**config.mk**
```make
export PLATFORM = sky130hd
export DESIGN_NAME = seq_updown_fsm
export DESIGN_NICKNAME = d
export VERILOG_FILES = /design/src/rtl/seq_updown_fsm.sv
export SDC_FILE = /design/constraint.sdc
export NUM_CORES = 1
export LEC_CHECK = 0
export ABC_AREA = 1
export BUFFER_PORTS_ARGS = -buffer_cell sky130_fd_sc_hd__buf_4
export CAP_MARGIN = 20
export CORE_MARGIN = 1.5
export CORE_UTILIZATION = 30
export DETAILED_ROUTE_END_ITERATION = 12
export MAX_ROUTING_LAYER = met4
export PLACE_DENSITY = 0.5
export SKIP_CTS_REPAIR_TIMING = 1
export SLEW_MARGIN = 40
export SYNTH_ARGS = -nofsm -noshare
export SYNTH_HDL_FRONTEND = slang
export SYNTH_SLANG_ARGS = --single-unit
```
**constraint.sdc**
```tcl
create_clock -name clk -period 1.7 [get_ports clk]
set_input_delay 0.34 -clock clk [delete_from_list [all_inputs] [get_ports clk]]
set_output_delay 0.34 -clock clk [all_outputs]
set_load 0.05 [all_outputs]
```
**src/rtl/seq_updown_fsm.sv**
```systemverilog
// seq_updown_fsm: up/down sequencer stepping through a runtime-writable table of state codes
module seq_updown_fsm #(
   parameter int WIDTH = 3,
   parameter int DEPTH = 8,
   localparam int IDX_W = $clog2(DEPTH)
) (
   input  logic             clk,
   input  logic             rst,
   input  logic             en,
   input  logic             up,
   input  logic             wrap_en,
   input  logic             load,
   input  logic [IDX_W-1:0] load_idx,
   input  logic             wr_en,
   input  logic [IDX_W-1:0] wr_idx,
   input  logic [WIDTH-1:0] wr_code,
   output logic [IDX_W-1:0] idx,
   output logic [WIDTH-1:0] code,
   output logic             tc,
   output logic             sat
);
   typedef enum logic {RUN, HOLD} state_t;
   localparam logic [IDX_W-1:0] LAST = IDX_W'(DEPTH - 1);
   localparam logic [IDX_W:0] DEPTH_X = (IDX_W + 1)'(DEPTH);
   state_t state_q, state_d;
   logic [IDX_W-1:0] idx_q, idx_d;
   logic tc_q, tc_d, sat_q;
   logic [WIDTH-1:0] seq_q [DEPTH];
   logic at_top, at_bot, wr_ok;
   assign at_top = idx_q == LAST;
   assign at_bot = idx_q == '0;
   assign wr_ok = {1'b0, wr_idx} < DEPTH_X;
   assign idx = idx_q;
   assign code = seq_q[idx_q];
   assign tc = tc_q;
   assign sat = sat_q;
   // In HOLD only a step away from the held end (or a load) moves the index
   always_comb begin
      idx_d = idx_q;
      state_d = state_q;
      tc_d = 1'b0;
      if (load) begin
         idx_d = ({1'b0, load_idx} >= DEPTH_X) ? LAST : load_idx;
         state_d = RUN;
      end else if (en && (state_q == RUN || (up ? at_bot : at_top))) begin
         if (up ? at_top : at_bot) begin
            tc_d = 1'b1;
            state_d = wrap_en ? RUN : HOLD;
            idx_d = wrap_en ? (up ? '0 : LAST) : idx_q;
         end else begin
            idx_d = up ? idx_q + IDX_W'(1) : idx_q - IDX_W'(1);
            state_d = RUN;
         end
      end
   end
   always_ff @(posedge clk) begin
      if (rst) begin
         state_q <= RUN;
         idx_q <= '0;
         tc_q <= 1'b0;
         sat_q <= 1'b0;
      end else begin
         state_q <= state_d;
         idx_q <= idx_d;
         tc_q <= tc_d;
         sat_q <= state_d == HOLD;
      end
   end
   always_ff @(posedge clk) begin
      if (rst) begin
         for (int i = 0; i < DEPTH; i++) seq_q[i] <= WIDTH'(i);
      end else if (wr_en && wr_ok) begin
         seq_q[wr_idx] <= wr_code;
      end
   end
endmodule
```
==> impl_metrics.py, run 1 <==
metrics = {
    "status": {
        "status": "complete, but fails checks",
        "violations": "setup timing",
    },
    "yosys": {
        "syn_avg_cell_area_sq_um": 8.341,
        "syn_area_sq_mm": 0.001627,
        "ys_ff_latch": 32,
        "yosysSeqAreaShare_pct": 54.15,
        "synth_cell_types": 19,
        "yosys_warnings": 0,
        "netlist_instances": 195,
        "synth_nets": 212,
    },
    "drt": {
        "drt_iter0_drc": 77,
        "post_drt_wl_per_cell_microns": 12.35,
        "vias": 1329,
        "first_pass_iters": 4,
        "detail_route.vias_per_cell": 4.475,
        "drc_errors": 0,
        "wl_mm": 3.669,
        "final_antenna_net_count": 0,
    },
    "finish": {
        "area.growth.synth_to_final_pct": 29.23,
        "final_nets": 243,
        "antennaDiodeCount": 0,
        "drive_above_1_share_pct": 26.43,
        "fill_cells": 521,
        "mostFrequentLayoutCells": "52 x nor2_1, 39 x nand2_1, 24 x buf_4, 24 x edfxtp_1, 21 x inv_1",
        "final_common_cell": "nor2_1",
        "final_cell_area_sq_mm": 0.002102,
    },
    "sta": {
        "finalCriticalPeriod_ns": 1.729,
        "clock.fmax_mhz": 578.5,
        "layout_setup_ws_ns": -0.02864,
        "skew_ns": 0.001946,
        "hold_slack_ns": 0.3174,
        "max_slew.worst_pin.slew_ns": 0.4152,
        "rsz0062_at_grt": "true",
        "report.final.setup_viol": 3,
        "fin_crit_sh_pct": 101.7,
        "hold_violations": 0,
        "relSlewSlack_pct": 72.03,
        "slew_violations": 0,
    },
    "critical_path": {
        "worst-r2r-cell-count": 5,
        "reg2reg_slack_ns": 0.27,
        "endpoint_kind": "output pin",
        "critPathArrivalTime_ns": 1.39,
        "worstPathMaxFanout": 6,
        "criticalPathCategory": "reg2out",
        "crit_required_ns": 1.36,
        "rr_startpoint": "idx[0]",
        "cp-start-kind": "flip-flop",
    },
    "clocking": {
        "clock_path_buffers": 2,
        "root_buffer": "clkbuf_8",
        "cts_tree": "done",
        "cts_buffers": 5,
        "cts_sinks": 32,
        "clkSlewWorstSetupHoldPaths_ns": 0.06,
        "cts_max_level": 2,
        "worstSkewPairLatency_ns": 0.28,
    },
    "worst_hold_path": {
        "min_path_type": "in2reg",
        "hold_depth": 4,
        "hold_end": "sat",
        "min-delay-start": "rst",
    },
    "floorplanning": {
        "die_h_microns": 76.64,
        "rows": 26,
        "io_pins": 24,
        "initial_utilization_pct": 31.45,
        "die_w_microns": 76.64,
        "core_sq_mm": 0.005172,
        "dieArea_sq_mm": 0.005873,
    },
    "power_and_ir_drop": {
        "ir_drop_mv": 0.4148,
        "finalPower_uw": 2143,
        "total_leakage_power_uw": 0.0008832,
        "power.density_mw_per_mm2": 1019,
    },
    "global_routing": {
        "antenna_found_initial": 0,
        "overflow": 0,
        "grt_pass1_vias": 1260,
        "grt_pass1_wl_mm": 5.878,
        "grt_max_degree": 13,
        "grtUsageTotal_pct": 13.60,
    },
    "placement": {
        "postPlaceCellArea_sq_mm": 0.001899,
        "io_buffers": 23,
        "place_hpwl_mm": 2.815,
        "place_congestion": 0.7656,
    },
    "flow_run": {
        "drv_cap": 0,
    },
}
==> through the flow <==
step / utilization, % / std cells / setup TNS (ns) / setup WS, ns
floorplan: - / 195 / 0 / 0.03558
global route: 40.64 / 297 / -0.3081 / -0.1183
CTS: 38.97 / 296 / -0.4649 / -0.1772
detailed placement: 36.72 / 288 / 0 / 0.1266
finish: 40.64 / 297 / -0.06575 / -0.02864
global placement: 36.72 / 288 / 0 / 0.1377
==> synthesized netlist by cell type, drive strengths merged <==
cell    number  area, sq um
nor2        57        224.0
nand2       44        180.2
edfxtp      24        720.7
inv         24        90.09
nand3       13        85.08
o21ai       10        50.05
dfxtp        8        160.2
o32ai        6        52.55
buf          2        10.01
clkbuf       2        7.510
nand4        2        12.51
a21oi        1        5.000
fa           1        20.02
xnor2        1        8.760
==> how the worst max path moves through the flow <==
stage                         start   endpoint  slack (ns)  cells past startpoint
after floorplan              idx[0]  flip-flop        0.04                      5
after global placement           up  flip-flop        0.14                      7
after detailed placement         up  flip-flop        0.13                      7
after CTS                 flip-flop    code[0]       -0.18                      6
after global routing      flip-flop    code[1]       -0.12                      6
final                     flip-flop    code[1]       -0.03                      6
==> cells by family after synthesis <==
group                      after synthesis  synth area share, %
adders and majority gates                1                1.231
AOI/OAI and AO/OA                       17                6.615
and+or+nand+nor                        116                30.85
buffers and inverters                   28                6.616
DFF                                     32                54.15
xor gates and xnor gates                 1               0.5386
==> routing by layer <==
layer | vias up | global-route usage [%] | wire [microns] | share of wire, %
met2 | 38 | 20.63 | 1661 | 45
met5 | - | - | 0 | 0
li1 | 693 | - | - | -
met3 | 8 | 2.515 | 147 | 4.0
met1 | 590 | 17.23 | 1759 | 48
met4 | 0 | 7.222 | 101 | 2.8
==> critical path, cell delays in order, from the launching register on <==
cell,delay (ns)
dfxtp_4,0.36
buf_4,0.16
o21ai_0,0.20
o32ai_2,0.10
nand2_1,0.08
nand2_1,0.06
buf_6,0.15
==> cell type report <==
class | count | area [sq um] | area share, %
sequential | 32 | 885.9 | 42.14
multi-input combinational | 135 | 688.2 | 32.74
timing repair buffer | 28 | 229.0 | 10.89
inverter | 24 | 95.09 | 4.524
tap | 70 | 87.58 | 4.167
clock buffer | 6 | 82.58 | 3.929
clock inverter | 2 | 33.78 | 1.607
==> registers in the layout, indices dropped and copies added, names as in the netlist, named ones only <==
register / cells
idx: 3
sat: 1
tc: 1
seq_q: 24
==> power by group <==
| part | internal, uW | leakage [uW] | switching [uW] |
|---|---|---|---|
| Sequential | 894 | 0.000302 | 50.8 |
| Clock | 472 | 0.0000588 | 270 |
| Combinational | 178 | 0.000522 | 278 |
Power figures use the tool's default switching activity.
==> run 2, diff against run 1 <==
--- a/config.mk
+++ b/config.mk
@@ -6,9 +6,8 @@
 export NUM_CORES = 1
 export LEC_CHECK = 0
 export ABC_AREA = 1
-export BUFFER_PORTS_ARGS = -buffer_cell sky130_fd_sc_hd__buf_4
+export BUFFER_PORTS_ARGS = -buffer_cell sky130_fd_sc_hd__buf_2
 export CAP_MARGIN = 20
-export CORE_MARGIN = 1.5
 export CORE_UTILIZATION = 30
 export DETAILED_ROUTE_END_ITERATION = 12
 export MAX_ROUTING_LAYER = met4
==> impl_metrics.py, run 2 (synthesis gave the netlist of run 1 again) <==
metrics = {
    "clocking": {
        "cts_tree": "done",
        "clock_path_buffers": 2,
        "root_buffer": "clkbuf_8",
        "cts_sinks": 32,
        "worstSkewPairLatency_ns": 0.27,
        "clkSlewWorstSetupHoldPaths_ns": 0.06,
        "cts_buffers": 5,
        "cts_max_level": 2,
    },
    "placement": {
        "place_congestion": 0.7796,
        "io_buffers": 23,
        "place_hpwl_mm": 2.745,
    },
    "finish": {
        "antennaDiodeCount": 0,
        "fill_cells": 517,
        "mostFrequentLayoutCells": "53 x nor2_1, 40 x nand2_1, 24 x edfxtp_1",
        "largest_register_ffs": 24,
        "largest_register": "seq_q",
        "area.growth.synth_to_final_pct": 23.46,
        "drive_above_1_share_pct": 24.89,
        "final_nets": 245,
        "final_common_cell": "nor2_1",
    },
    "power_and_ir_drop": {
        "p_int_uw": 1335,
        "p_sw_share_pct": 30.07,
        "p_seq_share_pct": 49.5,
        "power.density_mw_per_mm2": 950.8,
        "switching_power_uw": 574.2,
        "power_frac_clock_pct": 28.1,
        "ir_drop_mv": 0.2994,
        "total_leakage_power_uw": 0.0008552,
        "combinationalPowerShare_pct": 22.4,
    },
    "critical_path": {
        "worstPathMaxFanout": 6,
        "crit_required_ns": 1.36,
        "cp-start-kind": "flip-flop",
        "criticalPathCategory": "reg2out",
        "critPathArrivalTime_ns": 1.37,
        "endpoint_kind": "output pin",
    },
    "drt": {
        "detail_route.vias_per_cell": 4.462,
        "wl_mm": 3.617,
        "final_antenna_net_count": 0,
        "first_pass_iters": 4,
        "vias": 1334,
        "drt_iter0_drc": 51,
        "post_drt_wl_per_cell_microns": 12.10,
        "drc_errors": 0,
    },
    "sta": {
        "relSlewSlack_pct": 71.72,
        "clock.fmax_mhz": 584.5,
        "fin_crit_sh_pct": 100.6,
        "report.final.setup_viol": 1,
        "layout_setup_ws_ns": -0.01073,
        "tns_ns": -0.01073,
        "hold_violations": 0,
        "finalCriticalPeriod_ns": 1.711,
        "hold_slack_ns": 0.3428,
        "rsz0062_at_grt": "true",
        "skew_ns": 0.001883,
        "slew_violations": 0,
        "max_slew.worst_pin.slew_ns": 0.4198,
    },
    "floorplanning": {
        "core_sq_mm": 0.005172,
        "dieArea_sq_mm": 0.005721,
        "initial_utilization_pct": 31.45,
        "die_h_microns": 75.64,
        "io_pins": 24,
        "rows": 26,
        "die_w_microns": 75.64,
    },
    "global_routing": {
        "globalRouteMet3Util_pct": 3.175,
        "grtUsageTotal_pct": 13.85,
        "top_usage_layer": "met2",
        "grt_max_degree": 13,
        "overflow": 0,
        "grtUsageMet1_pct": 17.82,
        "antenna_found_initial": 0,
        "grtUsageMet2_pct": 20.54,
        "grt_pass1_wl_mm": 5.361,
        "grt_pass1_vias": 1148,
    },
    "status": {
        "status": "complete, but fails checks",
        "violations": "setup timing",
    },
    "flow_run": {
        "drv_cap": 0,
    },
    "worst_hold_path": {
        "min_path_type": "in2reg",
    },
}
[run 2: through the flow]
| stage | instances | setup WS, ns | cell area [sq um] | total power (uW) | util, % |
|---|---|---|---|---|---|
| final | 299 | -0.01073 | 2008 | 1909 | 38.82 |
| after global routing | 299 | -0.09940 | 2008 | 2004 | 38.82 |
| after CTS | 298 | -0.2347 | 1938 | 1875 | 37.47 |
| after detailed placement | 290 | 0.01669 | 1857 | 1338 | 35.90 |
| after global placement | 290 | 0.05957 | 1857 | 1337 | 35.90 |
| after floorplan | 195 | 0.03558 | 1627 | 1225 | - |
[run 2: final timing paths]
check        cells past startpoint   endpoint  slack (ns)      start
max                              6    code[1]       -0.01  flip-flop
max reg2reg                      5  flip-flop        0.16     idx[0]
min reg2reg                      3         tc        0.61        sat
min                              4        sat        0.34        rst
[run 2: cell type report]
cell class	instances	area, sq um	area share [%]
clock buffer	7	76.32	3.801
timing repair buffer	30	190.2	9.470
multi-input combinational	135	668.1	33.27
sequential	32	885.9	44.11
clock inverter	1	5.005	0.2492
inverter	24	95.09	4.735
tap	70	87.58	4.361
[run 2: power groups by stage]
stage	Clock (uW)	Sequential [uW]	Combinational [uW]
floorplan	0	968	257
global placement	0	956	380
detailed placement	0	956	382
CTS	552	940	383
global route	586	952	466
finish	537	945	428
[run 2: worst max-delay path: stages, from the launching register on]
cell and delay (ns):
dfxtp_4 0.38, buf_6 0.12, nor2_1 0.05, o32ai_2 0.23, nand2_1 0.07, nand2_1 0.09
buf_6 0.16
[run 2: routing by layer]
metal	share of wire, %	routed length [microns]
met4	2.6	94
met3	3.5	128
met5	0	0
met2	45	1613
met1	49	1780
